<file path="src/rtl/aud_pkg.sv">
// Shared audio-path definitions: sample/address widths, last SRAM address
// and the recorder state encoding. The playback DSP uses the same ADDR_MAX.
package aud_pkg;

  localparam int unsigned DATA_W = 16;
  localparam int unsigned ADDR_W = 20;

  // Last usable SRAM word address (2^ADDR_W - 1).
  localparam logic [ADDR_W-1:0] ADDR_MAX = {ADDR_W{1'b1}};

  typedef enum logic [2:0] {
    IDLE,
    WAIT_L,
    SHIFT,
    STORE,
    PAUSED
  } state_e;

endpackage

</file>
<file path="src/rtl/aud_i2s_deser.sv">
// I2S left-channel deserializer: LRC falling-edge detect, bit counter and
// MSB-first shift register. The recorder FSM decides when counting starts
// (i_clr at the left-channel start) and when bits are taken (i_shift_en).
//   i_clk, i_daclrck    : bit clock, async active-high reset
//   i_lrc, i_data       : ADC LR clock and serial data
//   i_clr               : clear bit counter (edge 0 accepted by the FSM)
//   i_shift_en          : sample i_data into the shift register this edge
//   o_left_start_c      : combinational, lrc_d=1 and i_lrc=0 (edge 0)
//   o_last_bit_c        : combinational, this edge shifts the final bit
//   o_sample_valid      : one cycle after the final bit was shifted
//   o_sample            : assembled sample word
module aud_i2s_deser
  import aud_pkg::*;
#(
  parameter int unsigned SMP_W = DATA_W
) (
  input  logic             i_clk,
  input  logic             i_daclrck,
  input  logic             i_lrc,
  input  logic             i_data,
  input  logic             i_clr,
  input  logic             i_shift_en,
  output logic             o_left_start_c,
  output logic             o_last_bit_c,
  output logic             o_sample_valid,
  output logic [SMP_W-1:0] o_sample
);

  localparam int unsigned CNT_W = $clog2(SMP_W + 1);

  logic             lrc_d;
  logic [CNT_W-1:0] cnt_q;
  logic [SMP_W-1:0] shreg_q;
  logic             valid_q;

  assign o_left_start_c = lrc_d & ~i_lrc;
  assign o_last_bit_c   = i_shift_en && (cnt_q == CNT_W'(SMP_W - 1));
  assign o_sample_valid = valid_q;
  assign o_sample       = shreg_q;

  // LRC history for edge detection
  always_ff @(posedge i_clk or posedge i_daclrck) begin
    if (i_daclrck) lrc_d <= 1'b0;
    else           lrc_d <= i_lrc;
  end

  // Bit counter and shift register; a partial word is simply overwritten
  // by the next capture since the counter restarts on i_clr.
  always_ff @(posedge i_clk or posedge i_daclrck) begin
    if (i_daclrck) begin
      cnt_q   <= '0;
      shreg_q <= '0;
      valid_q <= 1'b0;
    end else begin
      valid_q <= o_last_bit_c;
      if (i_clr) begin
        cnt_q <= '0;
      end else if (i_shift_en) begin
        cnt_q   <= cnt_q + CNT_W'(1);
        shreg_q <= {shreg_q[SMP_W-2:0], i_data};
      end
    end
  end

endmodule

</file>
<file path="src/rtl/aud_recorder.sv">
// Record path: captures left-channel I2S samples and writes them to SRAM
// at sequential addresses starting from 0, under start/pause/stop control.
//   i_clk, i_daclrck        : bit clock, async active-high reset
//   i_lrc, i_data           : ADC LR clock (low = left) and serial data
//   i_start/i_pause/i_stop  : one-cycle control pulses (stop > pause > start)
//   o_address, o_data, o_wr : SRAM write port, one-cycle strobe per sample
//   o_len                   : samples written in current/last recording
//   o_done                  : one-cycle pulse when a recording ends
module aud_recorder
  import aud_pkg::*;
#(
  parameter int unsigned SMP_W = DATA_W,
  parameter int unsigned ADR_W = ADDR_W
) (
  input  logic             i_clk,
  input  logic             i_daclrck,
  input  logic             i_lrc,
  input  logic             i_data,
  input  logic             i_start,
  input  logic             i_pause,
  input  logic             i_stop,
  output logic [ADR_W-1:0] o_address,
  output logic [SMP_W-1:0] o_data,
  output logic             o_wr,
  output logic [ADR_W:0]   o_len,
  output logic             o_done
);

  localparam logic [ADR_W-1:0] ADR_LAST = {ADR_W{1'b1}};

  state_e           state_q, state_d;
  logic [ADR_W-1:0] addr_q, addr_d;
  logic [SMP_W-1:0] data_q, data_d;
  logic             wr_q, wr_d;
  logic [ADR_W:0]   len_q, len_d;
  logic             done_q, done_d;

  logic             left_start_c;
  logic             last_bit_c;
  logic             sample_valid;
  logic [SMP_W-1:0] sample;
  logic             capture_start_c;
  logic             shift_en_c;

  // A control pulse on the same edge overrides capture activity.
  assign capture_start_c = (state_q == WAIT_L) && left_start_c && !i_stop && !i_pause;
  assign shift_en_c      = (state_q == SHIFT) && !i_stop && !i_pause;

  aud_i2s_deser #(
    .SMP_W(SMP_W)
  ) u_deser (
    .i_clk          (i_clk),
    .i_daclrck      (i_daclrck),
    .i_lrc          (i_lrc),
    .i_data         (i_data),
    .i_clr          (capture_start_c),
    .i_shift_en     (shift_en_c),
    .o_left_start_c (left_start_c),
    .o_last_bit_c   (last_bit_c),
    .o_sample_valid (sample_valid),
    .o_sample       (sample)
  );

  assign o_address = addr_q;
  assign o_data    = data_q;
  assign o_wr      = wr_q;
  assign o_len     = len_q;
  assign o_done    = done_q;

  // State register
  always_ff @(posedge i_clk or posedge i_daclrck) begin
    if (i_daclrck) state_q <= IDLE;
    else           state_q <= state_d;
  end

  // Output and counter registers
  always_ff @(posedge i_clk or posedge i_daclrck) begin
    if (i_daclrck) begin
      addr_q <= '0;
      data_q <= '0;
      wr_q   <= 1'b0;
      len_q  <= '0;
      done_q <= 1'b0;
    end else begin
      addr_q <= addr_d;
      data_q <= data_d;
      wr_q   <= wr_d;
      len_q  <= len_d;
      done_q <= done_d;
    end
  end

  // Next-state and next-output logic
  always_comb begin
    state_d = state_q;
    addr_d  = addr_q;
    data_d  = data_q;
    wr_d    = 1'b0;
    len_d   = len_q;
    done_d  = 1'b0;

    // Counters advance on the edge that ends the write strobe; the last
    // address does not wrap and instead completes the recording.
    if (wr_q) begin
      len_d = len_q + (ADR_W + 1)'(1);
      if (addr_q != ADR_LAST) addr_d = addr_q + ADR_W'(1);
      else                    done_d = 1'b1;
    end

    unique case (state_q)
      IDLE: begin
        if (i_start) begin
          state_d = WAIT_L;
          addr_d  = '0;
          len_d   = '0;
        end
      end
      WAIT_L: begin
        if (i_stop) begin
          state_d = IDLE;
          done_d  = 1'b1;
        end else if (i_pause) begin
          state_d = PAUSED;
        end else if (left_start_c) begin
          state_d = SHIFT;
        end
      end
      SHIFT: begin
        if (i_stop) begin
          state_d = IDLE;
          done_d  = 1'b1;
        end else if (i_pause) begin
          state_d = PAUSED;
        end else if (last_bit_c) begin
          state_d = STORE;
        end
      end
      STORE: begin
        // Stop aborts the pending write; pause lets it complete.
        if (i_stop) begin
          state_d = IDLE;
          done_d  = 1'b1;
        end else begin
          wr_d   = sample_valid;
          data_d = sample;
          if (addr_q == ADR_LAST) state_d = IDLE;
          else if (i_pause)       state_d = PAUSED;
          else                    state_d = WAIT_L;
        end
      end
      PAUSED: begin
        if (i_stop) begin
          state_d = IDLE;
          done_d  = 1'b1;
        end else if (i_pause) begin
          state_d = WAIT_L;
        end
      end
      default: state_d = IDLE;
    endcase
  end

endmodule

</file>
<file path="config.mk">
export PLATFORM = sky130hd
export DESIGN_NAME = aud_recorder
export DESIGN_NICKNAME = d
export VERILOG_FILES = /design/src/rtl/aud_pkg.sv /design/src/rtl/aud_i2s_deser.sv /design/src/rtl/aud_recorder.sv
export SDC_FILE = /design/constraint.sdc
export NUM_CORES = 1
export LEC_CHECK = 0
export ABC_CLOCK_PERIOD_IN_PS = 2250
export CAP_MARGIN = 20
export CORE_MARGIN = 1
export CORE_UTILIZATION = 40
export CTS_CLUSTER_SIZE = 10
export DETAILED_ROUTE_END_ITERATION = 6
export PLACE_DENSITY = 0.65
export SYNTH_ARGS = -nofsm -noshare
export SYNTH_HDL_FRONTEND = slang
export SYNTH_HIERARCHICAL = 1
export SYNTH_SLANG_ARGS = --single-unit
export TNS_END_PERCENT = 50
</file>
<file path="constraint.sdc">
create_clock -name i_clk -period 2.25 [get_ports i_clk]
set_input_delay 0.45 -clock i_clk [delete_from_list [all_inputs] [get_ports i_clk]]
set_output_delay 0.45 -clock i_clk [all_outputs]
set_load 0.03 [all_outputs]
</file>
==> results of run 1 <==
==> registers in the layout, indices dropped and copies added, names as in the netlist <==
signal                  flops
o_len                      21
o_address                  20
o_data                     16
u_deser/o_sample           16
u_deser/cnt_q               5
state_q                     3
o_done                      1
o_wr                        1
u_deser/lrc_d               1
u_deser/o_sample_valid      1
==> final cells by class <==
class	instances	area, um^2	area share
repair buffers	88	861	0.162
clock inverters	7	83.8	0.0158
inverters	8	30.0	0.00565
multi-input cells	265	1920	0.361
flip-flops and latches	85	2130	0.400
clock buffers	9	124	0.0233
well taps	136	170	0.0320
==> logic make-up (layout without fill, tap and decap cells) <==
group | count (synthesis) | count (layout)
flip-flops | 85 | 85
AND/OR/NAND/NOR | 144 | 144
buffers and inverters | 31 | 112
AO/OA/AOI/OAI | 61 | 61
multiplexers | 42 | 42
adder cells (fa/ha/maj) | 4 | 4
XOR/XNOR | 14 | 14
==> through the flow <==
step,util,worst slack [ps]
2_1_floorplan,-,129
3_3_place_gp,0.499,-22.6
3_5_place_dp,0.499,-32.0
4_1_cts,0.519,112
5_1_grt,0.519,78.2
6_report,0.519,158
==> per-layer routing <==
layer,routed length [um],vias to the layer above,track usage
li1,-,1544,-
met3,408,18,0.0388
met5,0,-,0
met2,4160,66,0.267
met1,4210,1585,0.240
met4,199,0,0.0857
==> power breakdown <==
| group | switching, mW | internal, mW | total [mW] |
|---|---|---|---|
| combinational | 0.256 | 0.192 | 0.448 |
| clock | 0.666 | 0.451 | 1.12 |
| sequential | 0.0696 | 1.58 | 1.65 |
| total | 0.992 | 2.22 | 3.21 |
==> worst paths after layout <==
kind	from	end	slack [ps]
hold / removal	i_daclrck	state_q[1]	420
hold reg to reg	u_deser/o_sample_valid	o_wr	480
min in group i_clk	u_deser/o_sample_valid	o_wr	480
max in group asynchronous	i_daclrck	o_data[15]	1240
setup / recovery	o_len[3]	o_len[3]	160
setup reg to reg	o_address[1]	o_address[13]	240
==> cells in the final DEF, fill, tap and decap left out, drive strengths merged, types with 8 or more instances in the layout <==
cell type / Yosys / routed
mux2i: 8 / 8
o21ai: 17 / 17
nor2: 28 / 28
clkdlybuf4s50: 0 / 65
nand2: 24 / 24
xor2: 9 / 9
nand4: 18 / 18
mux2: 34 / 34
clkbuf: 10 / 9
buf: 13 / 23
nand3: 15 / 15
inv: 8 / 13
or3: 9 / 9
dfrtp: 85 / 85
a21oi: 20 / 20
==> impl_metrics.csv, run 1 <==
group,metric,value,unit
placement,place.port_buffers,65,
setup_path,cp-start-kind,"register",
setup_path,cp_max_fo,10,
setup_path,crit_chain,"clkdlybuf4s50_1",
grt,grt_usage,0.177,
route,wl_per_cell,15.0,um
route,firstDrtPassIters,4,
die,std_cell_rows,37,
sta,fin_skew,11.0,ps
grt,grt_pass1_wl,15.5,mm
power_and_ir_drop,ir_worst_vdd,0.000287,V
route,drt-initial-drc-count,120,
die,die_y,104,um
clock_network,htree_levels,3,
die,core_region_area,10200,um^2
synth,synth_top_area_frac,0.506,
synth,synthXorXnorAreaFrac,0.0292,
clock_network,cts.root.buffer_cell,"clkbuf_8",
clock_network,cts.repair.resized,0,
setup_path,ff2ff_path_depth,6,
synth,ys_seq_area_frac,0.506,
sta,whs,420,ps
clock_network,cts_tree,"yes",
power_and_ir_drop,p_leak,2.36,nW
placement,dp_hpwl,6.21,mm
clock_network,clk_latency,360,ps
setup_path,cp.depth,1,
synth,synthTopCellsByCount,"dfrtp_1 (85), nor2_1 (28), nand2_1 (24)",
synth,synth_adder_area_share,0.0119,
synth,synth_top_area_cell,"dfrtp_1",
placement,routabilityCongestion,0.799,
synth,syn-mean-instance-area,11.0,um^2
finish,finalNonFillerCells,598,
clock_network,cts-buffers-inserted,9,
clock_network,clockBufferDepth,2,
synth,synthCells,381,
synth,synth_mux_area_frac,0.119,
worst_hold_path,hold_path_class,"in -> async",
clock_network,postCtsHoldBufs,0,
setup_path,cp_top_family,"buffers and inverters",
setup_path,critPathMaxStageDelay,740,ps
grt,grt_overflow,0,
die,die_x,104,um
synth,synth-seq-cells,85,
sta,hold_violations,0,
die,start_util,0.411,
route,via_per_inst,5.37,
sta,worst_pin_slew,514,ps
finish,fillCellCount,917,
setup_path,cp.required,1800,ps
placement,place_area,5100,um^2
setup_path,cp_data_arrival_time,1640,ps
synth,synth_ff_type,"dfrtp_1",
finish,final_layout_size_suffix_gt1_frac,0.188,
route,drc,0,
synth,synth.area.top_cells,"dfrtp_1 (51%), mux2_2 (6.2%), mux2_4 (3.6%)",
synth,synth.distinct_cells,57,
grt,antenna_found_initial,0,
die,die-area,10900,um^2
sta,post-route-period-util,0.930,
synth,yosysMostFrequentCell,"dfrtp_1",
finish,fin_nets,468,
route,wl,8.98,mm
sta,min_period,2090,ps
flow_run,drv_cap,0,
grt,grt_max_degree,34,
die,ios,66,
finish,n_antenna_cell,0,
setup_path,worst_setup_path_end_kind,"output port",
setup_path,crit_slowest_cell,"clkdlybuf4s50_1",
synth,netlist_area,4200,um^2
sta,rsz0062_at_grt,"no",
synth,synth_top_family_by_area,"simple AND/OR/NAND/NOR gates",
synth,synthSimpleGateAreaFrac,0.200,
sta,drv_slew,0,
clock_network,cts_setup_buffers,0,
sta,timing.fmax,478,MHz
route,vias,3213,
finish,fin_area,5310,um^2
run_status,status,"completed",
clock_network,clk_pin_slew,100,ps
route,drtAntennaViolNets,0,
grt,grt_pass1_vias,3187,
clock_network,cts_sinks,85,
synth,async_reset_ff_frac,1.00,
sta,tns,0,ps
placement,place_inst,582,
setup_path,criticalPathCategory,"reg -> out",
power_and_ir_drop,power,3.21,mW
power_and_ir_drop,p_per_area,605,nW/um^2
synth,syn-num-nets,392,
setup_path,critPathBufInv,1,
synth,synth-compound-area-share,0.0935,
sta,slew_headroom,0.654,
synth,synth_edf_count,0,
sta,finalSetupViolCount,0,
synth,yosys_warnings,6,
finish,syn_to_final_growth,26.5,%
Note: power is estimated with default switching activity, not from simulation.
==> inputs of run 2 (changes only) <==
SYNTH_HIERARCHICAL = unset   (was 1)
==> impl_metrics.csv, run 2 <==
group,metric,value,unit
grt,grt_pass1_wl,13.6,mm
setup_path,worst_setup_path_end_kind,"output port",
die,ios,66,
synth,synth_top_area_frac,0.535,
finish,fin_nets,471,
clock_network,htree_levels,3,
route,drt-initial-drc-count,111,
grt,antenna_found_initial,0,
power_and_ir_drop,ir_worst_vdd,0.000325,V
sta,tns,0,ps
sta,post-route-period-util,0.949,
route,via_per_inst,5.05,
worst_hold_path,hold_path_class,"reg -> reg",
route,drtAntennaViolNets,0,
synth,synth_top_area_cell,"dfrtp_1",
finish,multi_input_area,1720,um^2
synth,ys_seq_area_frac,0.535,
clock_network,cts_tree,"yes",
setup_path,criticalPathCategory,"reg -> out",
die,die_y,102,um
sta,fin_skew,5.07,ps
setup_path,crit_chain,"clkdlybuf4s50_1",
synth,synth-seq-cells,85,
grt,grt_pass1_vias,2886,
clock_network,cts_sinks,85,
sta,timing.fmax,468,MHz
sta,slew_headroom,0.592,
synth,yosysMostFrequentCell,"dfrtp_1",
route,wl,8.12,mm
setup_path,cp_top_family,"buffers and inverters",
finish,layout_commonest_cell,"dfrtp_1",
route,vias,3019,
die,std_cell_rows,36,
synth,synthTopCellsByCount,"dfrtp_1 (85), nand2_1 (65), nor2_1 (46)",
sta,whs,454,ps
placement,dp_hpwl,5.61,mm
placement,routabilityCongestion,0.864,
worst_hold_path,hold_end,"o_wr",
worst_hold_path,holdPathStages,1,
finish,fillCellCount,885,
setup_path,rrSetupSlack,420,ps
setup_path,cp_data_arrival_time,1690,ps
setup_path,cp-start-kind,"register",
setup_path,r2r-start,"o_wr",
sta,finalSetupViolCount,0,
clock_network,cts.root.buffer_cell,"clkbuf_8",
finish,final_cell_mix,"dfrtp_1 (85), nand2_1 (65), clkdlybuf4s50_1 (65)",
clock_network,clockBufferDepth,2,
finish,final_layout_size_suffix_gt1_frac,0.108,
clock_network,clk_pin_slew,80,ps
route,drc,0,
grt,grt_max_degree,41,
die,die-area,10300,um^2
clock_network,cts_setup_buffers,0,
route,firstDrtPassIters,4,
finish,seqCellArea,2130,um^2
synth,synth.distinct_cells,46,
setup_path,r2r_end,"o_len[15]",
grt,grt_overflow,0,
clock_network,cts-buffers-inserted,9,
die,core_region_area,9680,um^2
synth,synth.area.top_cells,"dfrtp_1 (54%), xor2_1 (6.8%), nand2_1 (6.1%)",
sta,rsz0062_at_grt,"no",
setup_path,cp_max_fo,10,
setup_path,cp.required,1800,ps
synth,synth_edf_count,0,
sta,min_period,2140,ps
setup_path,critPathMaxStageDelay,770,ps
setup_path,cp.depth,1,
synth,netlist_area,3970,um^2
synth,synth_ff_type,"dfrtp_1",
placement,place.port_buffers,65,
synth,synthCells,391,
synth,syn-num-nets,402,
power_and_ir_drop,p_leak,2.30,nW
setup_path,critPathBufInv,1,
grt,grt_usage,0.171,
synth,yosys_warnings,0,
flow_run,drv_cap,0,
clock_network,clk_latency,360,ps
finish,largest_reg_flops,21,
power_and_ir_drop,p_per_area,621,nW/um^2
finish,syn_to_final_growth,26.4,%
worst_hold_path,hold_start,"u_deser.o_sample_valid",
run_status,status,"completed",
finish,n_antenna_cell,0,
die,die_x,102,um
setup_path,crit_slowest_cell,"clkdlybuf4s50_1",
sta,drv_slew,0,
route,wl_per_cell,13.6,um
clock_network,postCtsHoldBufs,0,
sta,hold_violations,0,
setup_path,ff2ff_path_depth,5,
die,start_util,0.410,
synth,async_reset_ff_frac,1.00,
sta,worst_pin_slew,606,ps
synth,syn-mean-instance-area,10.2,um^2
clock_network,cts.repair.resized,0,
[run 2: changes by cell type in the layout (fill, tap and decap cells not counted), sizes merged, moves of 5 or more]
cell    delta
or3        -6
nand2b     -6
inv        -8
and3      +11
or4        -5
a21oi     -14
nand2     +41
nor2      +18
mux2      -18
mux2i      -6
buf       -12
xor2      +22
[run 2: cell type report]
class                   instances  area share
flip-flops and latches         85       0.423
multi-input cells             282       0.342
well taps                     133      0.0331
clock buffers                  11      0.0261
clock inverters                 5      0.0169
inverters                       6     0.00523
repair buffers                 76       0.153
[run 2: per-stage QoR]
stage	util	power (mW)	cell area [um^2]	instances	setup slack [ps]
after floorplan	-	1.87	3980	391	330
after global placement	0.497	1.97	4810	582	140
after detailed placement	0.497	1.97	4810	582	105
after CTS	0.519	3.16	5020	598	88.1
after global routing	0.519	3.26	5020	598	46.2
final	0.519	3.12	5020	598	115
[run 2: layer usage]
metal | routed length [um] | track usage | vias up
li1 | - | - | 1476
met1 | 3890 | 0.229 | 1463
met2 | 3700 | 0.263 | 65
met3 | 331 | 0.0338 | 15
met4 | 199 | 0.0870 | 0
met5 | 0 | 0 | -
[run 2: power breakdown]
part	internal, mW	leakage [nW]	switching (mW)	total [mW]
registers	1.57	1.18	0.0473	1.62
logic	0.114	1.02	0.203	0.317
clock network	0.630	0.104	0.558	1.19
total	2.31	2.30	0.808	3.12
[run 2: cells by family (layout without fill, tap and decap cells)]
logic type,count (synthesis),in the layout,share of synthesized area
flip-flops,85,85,0.535
multiplexers,18,18,0.0504
XOR/XNOR,37,37,0.0815
adder cells (fa/ha/maj),4,4,0.0126
AND/OR/NAND/NOR,194,194,0.246
buffers and inverters,24,98,0.0324
AO/OA/AOI/OAI,29,29,0.0422
[run 2: worst max path at each step]
stage | startpoint | to | slack (ps)
6_report | o_wr | o_wr | 110
2_1_floorplan | o_address[0] | o_address[10] | 330
3_3_place_gp | i_stop | u_deser.cnt_q[0] | 140
4_1_cts | o_wr | o_wr | 90
3_5_place_dp | i_lrc | u_deser.cnt_q[1] | 100
5_1_grt | o_wr | o_wr | 50
